## src/rtl/div_seq.sv

```systemverilog
// div_seq: sequential unsigned restoring divider, one quotient bit per clock.
//
// Ports
//   i_clk          clock, rising-edge
//   i_rst          asynchronous active-high reset
//   i_start        request; taken when not in RUN
//   i_dividend     N-bit unsigned dividend, captured on accept
//   i_divisor      N-bit unsigned divisor, captured on accept
//   o_busy         high while iterating
//   o_done         one-cycle completion pulse
//   o_quotient     registered quotient (0 on divide-by-zero)
//   o_remainder    registered remainder (dividend on divide-by-zero)
//   o_div_by_zero  registered flag for the last accepted divisor
//
// State | meaning
// ------+------------------------------------------
// IDLE  | waiting for a request
// RUN   | iterating, one quotient bit per cycle
// DONE  | results just completed, o_done high
module div_seq #(
  parameter int N = 64
) (
  input  logic         i_clk,
  input  logic         i_rst,
  input  logic         i_start,
  input  logic [N-1:0] i_dividend,
  input  logic [N-1:0] i_divisor,
  output logic         o_busy,
  output logic         o_done,
  output logic [N-1:0] o_quotient,
  output logic [N-1:0] o_remainder,
  output logic         o_div_by_zero
);

  localparam int CW = $clog2(N + 1);
  localparam logic [CW-1:0] CNT_LAST = CW'(N - 1);

  localparam logic [1:0] S_IDLE = 2'd0;
  localparam logic [1:0] S_RUN  = 2'd1;
  localparam logic [1:0] S_DONE = 2'd2;

  logic [1:0]    state_q, state_d;
  logic [CW-1:0] cnt_q, cnt_d;
  logic [N:0]    p_q, p_d;
  logic [N-1:0]  q_q, q_d;
  logic [N-1:0]  d_q, d_d;
  logic [N-1:0]  quot_q, quot_d;
  logic [N-1:0]  rem_q, rem_d;
  logic          dbz_q, dbz_d;

  logic [N:0]    t_w;
  logic [N:0]    s_w;
  logic          c_w;
  logic          accept_w;

  // Shift the next dividend bit into the partial remainder. The partial
  // remainder is always below the divisor, so P[N] is zero and the
  // truncation only discards that known-zero bit.
  assign t_w = (N+1)'({p_q, q_q[N-1]});

  // Trial subtract as add-with-complement; carry-out set means T >= D.
  assign {c_w, s_w} = {1'b0, t_w} + {1'b0, ~{1'b0, d_q}} + (N+2)'(1);

  assign accept_w = i_start && (state_q != S_RUN);

  always_comb begin
    state_d = state_q;
    cnt_d   = cnt_q;
    p_d     = p_q;
    q_d     = q_q;
    d_d     = d_q;
    quot_d  = quot_q;
    rem_d   = rem_q;
    dbz_d   = dbz_q;

    case (state_q)
      S_RUN: begin
        p_d   = c_w ? s_w : t_w;
        q_d   = {q_q[N-2:0], c_w};
        cnt_d = cnt_q + CW'(1);
        if (cnt_q == CNT_LAST) begin
          state_d = S_DONE;
          quot_d  = q_d;
          rem_d   = p_d[N-1:0];
        end
      end
      default: begin
        // IDLE and DONE share the accept path; DONE otherwise falls to IDLE.
        state_d = S_IDLE;
        if (accept_w) begin
          d_d   = i_divisor;
          q_d   = i_dividend;
          p_d   = '0;
          cnt_d = '0;
          if (i_divisor == '0) begin
            state_d = S_DONE;
            quot_d  = '0;
            rem_d   = i_dividend;
            dbz_d   = 1'b1;
          end else begin
            state_d = S_RUN;
            dbz_d   = 1'b0;
          end
        end
      end
    endcase
  end

  always_ff @(posedge i_clk or posedge i_rst) begin
    if (i_rst) begin
      state_q <= S_IDLE;
      cnt_q   <= '0;
      p_q     <= '0;
      q_q     <= '0;
      d_q     <= '0;
      quot_q  <= '0;
      rem_q   <= '0;
      dbz_q   <= 1'b0;
    end else begin
      state_q <= state_d;
      cnt_q   <= cnt_d;
      p_q     <= p_d;
      q_q     <= q_d;
      d_q     <= d_d;
      quot_q  <= quot_d;
      rem_q   <= rem_d;
      dbz_q   <= dbz_d;
    end
  end

  assign o_busy        = (state_q == S_RUN);
  assign o_done        = (state_q == S_DONE);
  assign o_quotient    = quot_q;
  assign o_remainder   = rem_q;
  assign o_div_by_zero = dbz_q;

endmodule

```

## config.mk

```make
export PLATFORM = sky130hd
export DESIGN_NAME = div_seq
export DESIGN_NICKNAME = d
export VERILOG_FILES = /design/src/rtl/div_seq.sv
export SDC_FILE = /design/constraint.sdc
export NUM_CORES = 1
export LEC_CHECK = 0
export BUFFER_PORTS_ARGS = -buffer_cell sky130_fd_sc_hd__buf_2
export CAP_MARGIN = 20
export CORE_ASPECT_RATIO = 1.25
export CORE_MARGIN = 2
export CORE_UTILIZATION = 51
export DETAILED_ROUTE_END_ITERATION = 8
export PLACE_DENSITY_LB_ADDON = 0.12
export SYNTH_ARGS = -nofsm -noshare
export SYNTH_HDL_FRONTEND = slang
export SYNTH_SLANG_ARGS = --single-unit
export TNS_END_PERCENT = 100
```

## constraint.sdc

```tcl
create_clock -name i_clk -period 23 [get_ports i_clk]
set_input_delay 3.45 -clock i_clk [delete_from_list [all_inputs] [get_ports i_clk]]
set_output_delay 3.45 -clock i_clk [all_outputs]
set_load 0.01 [all_outputs]
```

After elaboration in Yosys (flattened, before gate mapping). Index checks and enable logic that the tools add are counted.

Flip-flop bits (word level): 330. Output and inout bits: 131. Word-level logic and storage cells: 44.

Add/subtract/negate cells: 3. Equality and inequality tests: 5. Muxes and demuxes: 20. Bitwise gates (word level): 2. Reduce and logical (&&, ||, !) cells: 6.

Operators with widths (count): $mux W64 (13); $add A65 B65 Y66 (1); $add A66 B1 Y66 const B (1); $not A64 Y65 (1); $logic_not A64 Y1 (1); $mux W7 (2); $mux W2 (4); $add A7 B1 Y7 const B (1); $eq A7 B6 Y1 const B (1); $ne A2 B1 Y1 const B (2); $reduce_bool A2 Y1 (2); $reduce_and A3 Y1 (1); $eq A2 B1 Y1 const B (1); $eq A2 B2 Y1 const B (1); $reduce_and A2 Y1 (1); $logic_and A1 B1 Y1 (1); $mux W1 (1); $not A1 Y1 (1).

Depth between registers and ports, before layout.
Word-level depth: 6. Mapped depth: 17. Gate-level depth less buffers: 14.

Least setup slack after synthesis. No wires, ideal clock.

Path kind: input to register. Start: in i_divisor[1]. End: reg rem_q[59], in the netlist o_remainder[59]. Setup time: 0.078 ns. Arrival: 5.340 ns. Path slack: 17.582 ns. Cell stages on the path: 9. Path buffers: 2. Cell sequence: nor4_1 -> nand4_1 -> nor4_1 -> a31oi_1 -> inv_1 -> clkbuf_1 -> clkbuf_1 -> o221ai_1 -> a21oi_1.

Word-level cells in the longest chain between the ends: 3.

Ends and longest elaborated chain: start: declaration (RTL line 27) `input logic [N-1:0] i_divisor,`; $logic_not A64 Y1 (RTL line 95) `if (i_divisor == '0) begin`; $reduce_bool A2 Y1 (no line); $reduce_and A3 Y1 (no line); end signal: assignment (RTL line 126) `rem_q <= rem_d;`; end: declaration (RTL line 48) `logic [N-1:0] rem_q, rem_d;`.

No other way between the ends. A chain may end at the register's enable or synchronous reset.

Worst setup path after layout.
Start: in i_divisor[10]. End: reg rem_q[40], in the netlist o_remainder[40].

Same word-level chain as after synthesis.

==> flow_summary.toml <==
[sta]
rsz0062_at_grt = "no"
fin_skew_ns = 0.0128
timing.fmax_mhz = 151
fin_crit_sh = 0.288
tightest_slew_ns = 0.984
period_minus_slack_ns = 6.62
tns_ns = 0
slew_headroom = 0.344
setup_viol = 0
holdWs_ns = 0.472
drv_slew = 0
hold_violations = 0

[final_layout]
drive_gt1_frac = 0.199
nets = 2282
multi_input_area_um2 = 8860
nFillCells = 3109
final-seq-area_um2 = 8260
syn_to_final_growth_pct = 15.1

[clock_tree]
clock-sinks = 330
insertion_delay_ns = 0.55
hold_buffers = 0
clk_pin_slew_ns = 0.06
cts_made_buffers = 36
htree_levels = 2
cts_tree = "done"
post_cts_buffers = 0
root_buffer = "clkbuf_16"
cts_resized = 0
cts_buffer_depth = 3

[logic_synthesis]
ys_ff_latch = 330
syn-cell-area_um2 = 17900
synth_nets = 2091
synthCells = 1894
synth_top_cell_area_share = 0.461
synth_edf_count = 0
syn_area_per_cell_um2 = 9.46
ys_types = 67
synth_most_common_cell = "dfrtp_1"
synth_ff_type = "dfrtp_1"
async_flop_share = 1.00
synth-seq-area-share = 0.461
synth_warnings = 0
synth_common_cells = "dfrtp_1, o21ai_0, nand2_1"
synth_area_leaders = "dfrtp_1, o21ai_0, mux2i_1, ha_1, nand2_1"
synth_top_area_cell = "dfrtp_1"

[placed_design]
gp_congestion = 0.912
dpl.hpwl_mm = 39.1
io_buffers = 261

[power_and_ir_drop]
p_sw_uw = 274
finalPower_mw = 1.18
switching_share = 0.232
pwr-share-seq = 0.491
leakagePower_nw = 9.95
comb_power_share = 0.034
power_per_cell_area_nw_per_um2 = 57.3
cellInternalPower_uw = 907
clock_power_share = 0.474
ir_worst_vdd_mv = 0.0582

[floorplan]
die_w_um = 172
io-pin-count = 262
start_util = 0.519
fp.dieH_um = 214
fp.dieArea_um2 = 36700
rows = 76
core_area_um2 = 34500

[drt]
drt_iter0_drc = 933
ant_nets = 0
viasPerCell = 5.77
wl_mm = 53.1
drc_errors = 0
firstDrtPassIters = 5
wl_per_cell_um = 20.6
vias = 14900

[global_route]
grt_usage = 0.291
grt_max_degree = 139
grt_pass1_vias = 14800
grt_pass1_wl_mm = 81.9
antenna_found_initial = 5
grt_overflow = 0

[min_path]
hold_path.class = "reg2reg"
min_delay_path_depth = 1
min-delay-start = "o_remainder[24]"
hold_end = "o_remainder[24]"

[run]
max-cap-violations = 0

[critical_path]
critPathLaunchType = "input pin"
cp_max_fo = 91
r2r_end = "o_remainder[18]"
cp-startpoint = "i_divisor[10]"
r2r_slack_ns = 17.94
end_kind = "flip-flop"
rr_worst_depth = 14
cp_data_arrival_time_ns = 7.03
crit_type = "in2reg"
crit_required_ns = 23.41
r2r_start = "d_q[1]"

[run_status]
outcome = "finished clean"
flip-flops by register name (all words and copies together) (netlist names):
name           flops
cnt_q              7
p_q               64
state_q            2
o_quotient        64
q_q               64
d_q               64
o_remainder       64
o_div_by_zero      1
cell usage in the layout, fill, tap and decap left out, drive strengths merged, types with 4 or more instances in the layout:
master,instances
nor2b,13
nor2,64
clkbuf,50
a21oi,125
xor2,28
ha,65
nand2,203
o31ai,8
a21o,73
nor3,15
inv,84
diode,4
xnor2,31
buf,278
o21a,9
a211oi,9
a31oi,21
or3,17
nand4,22
dfrtp,330
o22ai,8
nand2b,4
o211ai,5
and2,9
and3,21
nor4,18
o21bai,12
mux2i,107
clkinv,9
o21ai,286
mux2,66
o31a,5
nand3,70
routing by layer:
layer  part of all wire  global-route usage  up-vias
li1                   -                   -     7136
met1               0.39               0.334     7225
met2               0.50               0.509      396
met3              0.047              0.0467      130
met4              0.065               0.176        2
met5            0.00019                   0        -
how the worst max path moves through the flow:
stage / slack, ns / cells past startpoint / to
finish: 16.38 / 10 / o_remainder[40]
global route: 16.10 / 10 / o_remainder[38]
CTS: 15.87 / 11 / o_remainder[55]
detailed placement: 15.31 / 11 / o_remainder[55]
global placement: 15.40 / 11 / o_remainder[55]
floorplan: 10.41 / 1 / cnt_q[0]
critical path: stages:
cell and delay [ns]:
buf_2 0.14, nor4_1 0.75, nand4_1 0.37, nor4_1 0.71, a31oi_4 0.14, buf_4 0.41, buf_4 0.49, or3_1 0.39
o21ai_0 0.08, a21oi_1 0.06
per-stage QoR:
stage | std cells | setup WS [ns] | area (um2) | utilization
floorplan | 1894 | 10.41 | 17900 | -
global placement | 2512 | 15.40 | 19400 | 0.563
detailed placement | 2512 | 15.31 | 19400 | 0.563
CTS | 2575 | 15.87 | 20600 | 0.596
global route | 2581 | 16.10 | 20600 | 0.597
finish | 2582 | 16.38 | 20600 | 0.598
power by group through the flow:
| stage | combinational, mW | sequential, mW | clock [mW] |
|---|---|---|---|
| 3_5_place_dp | 0.0413 | 0.591 | 0 |
| 3_3_place_gp | 0.0406 | 0.591 | 0 |
| 6_report | 0.0406 | 0.581 | 0.561 |
| 2_1_floorplan | 0.0182 | 0.592 | 0 |
| 4_1_cts | 0.0414 | 0.580 | 0.572 |
| 5_1_grt | 0.0452 | 0.580 | 0.594 |
layout make-up:
cell class | count | share of cell area
diodes | 4 | 0.000485
clock buffers | 50 | 0.0492
clock inverters | 13 | 0.00528
inverters | 81 | 0.0153
multi-input cells | 1358 | 0.430
flip-flops and latches | 330 | 0.400
well taps | 468 | 0.0284
repair buffers | 278 | 0.0712
cell families after synthesis:
kind of cell             synth area share
AO/OA/AOI/OAI                       0.197
AND/OR/NAND/NOR                     0.119
flip-flops                          0.461
buffers and inverters              0.0463
multiplexers                        0.101
adder cells (fa/ha/maj)            0.0465
XOR/XNOR                           0.0288
No activity file was read; power rests on OpenSTA's default activity.
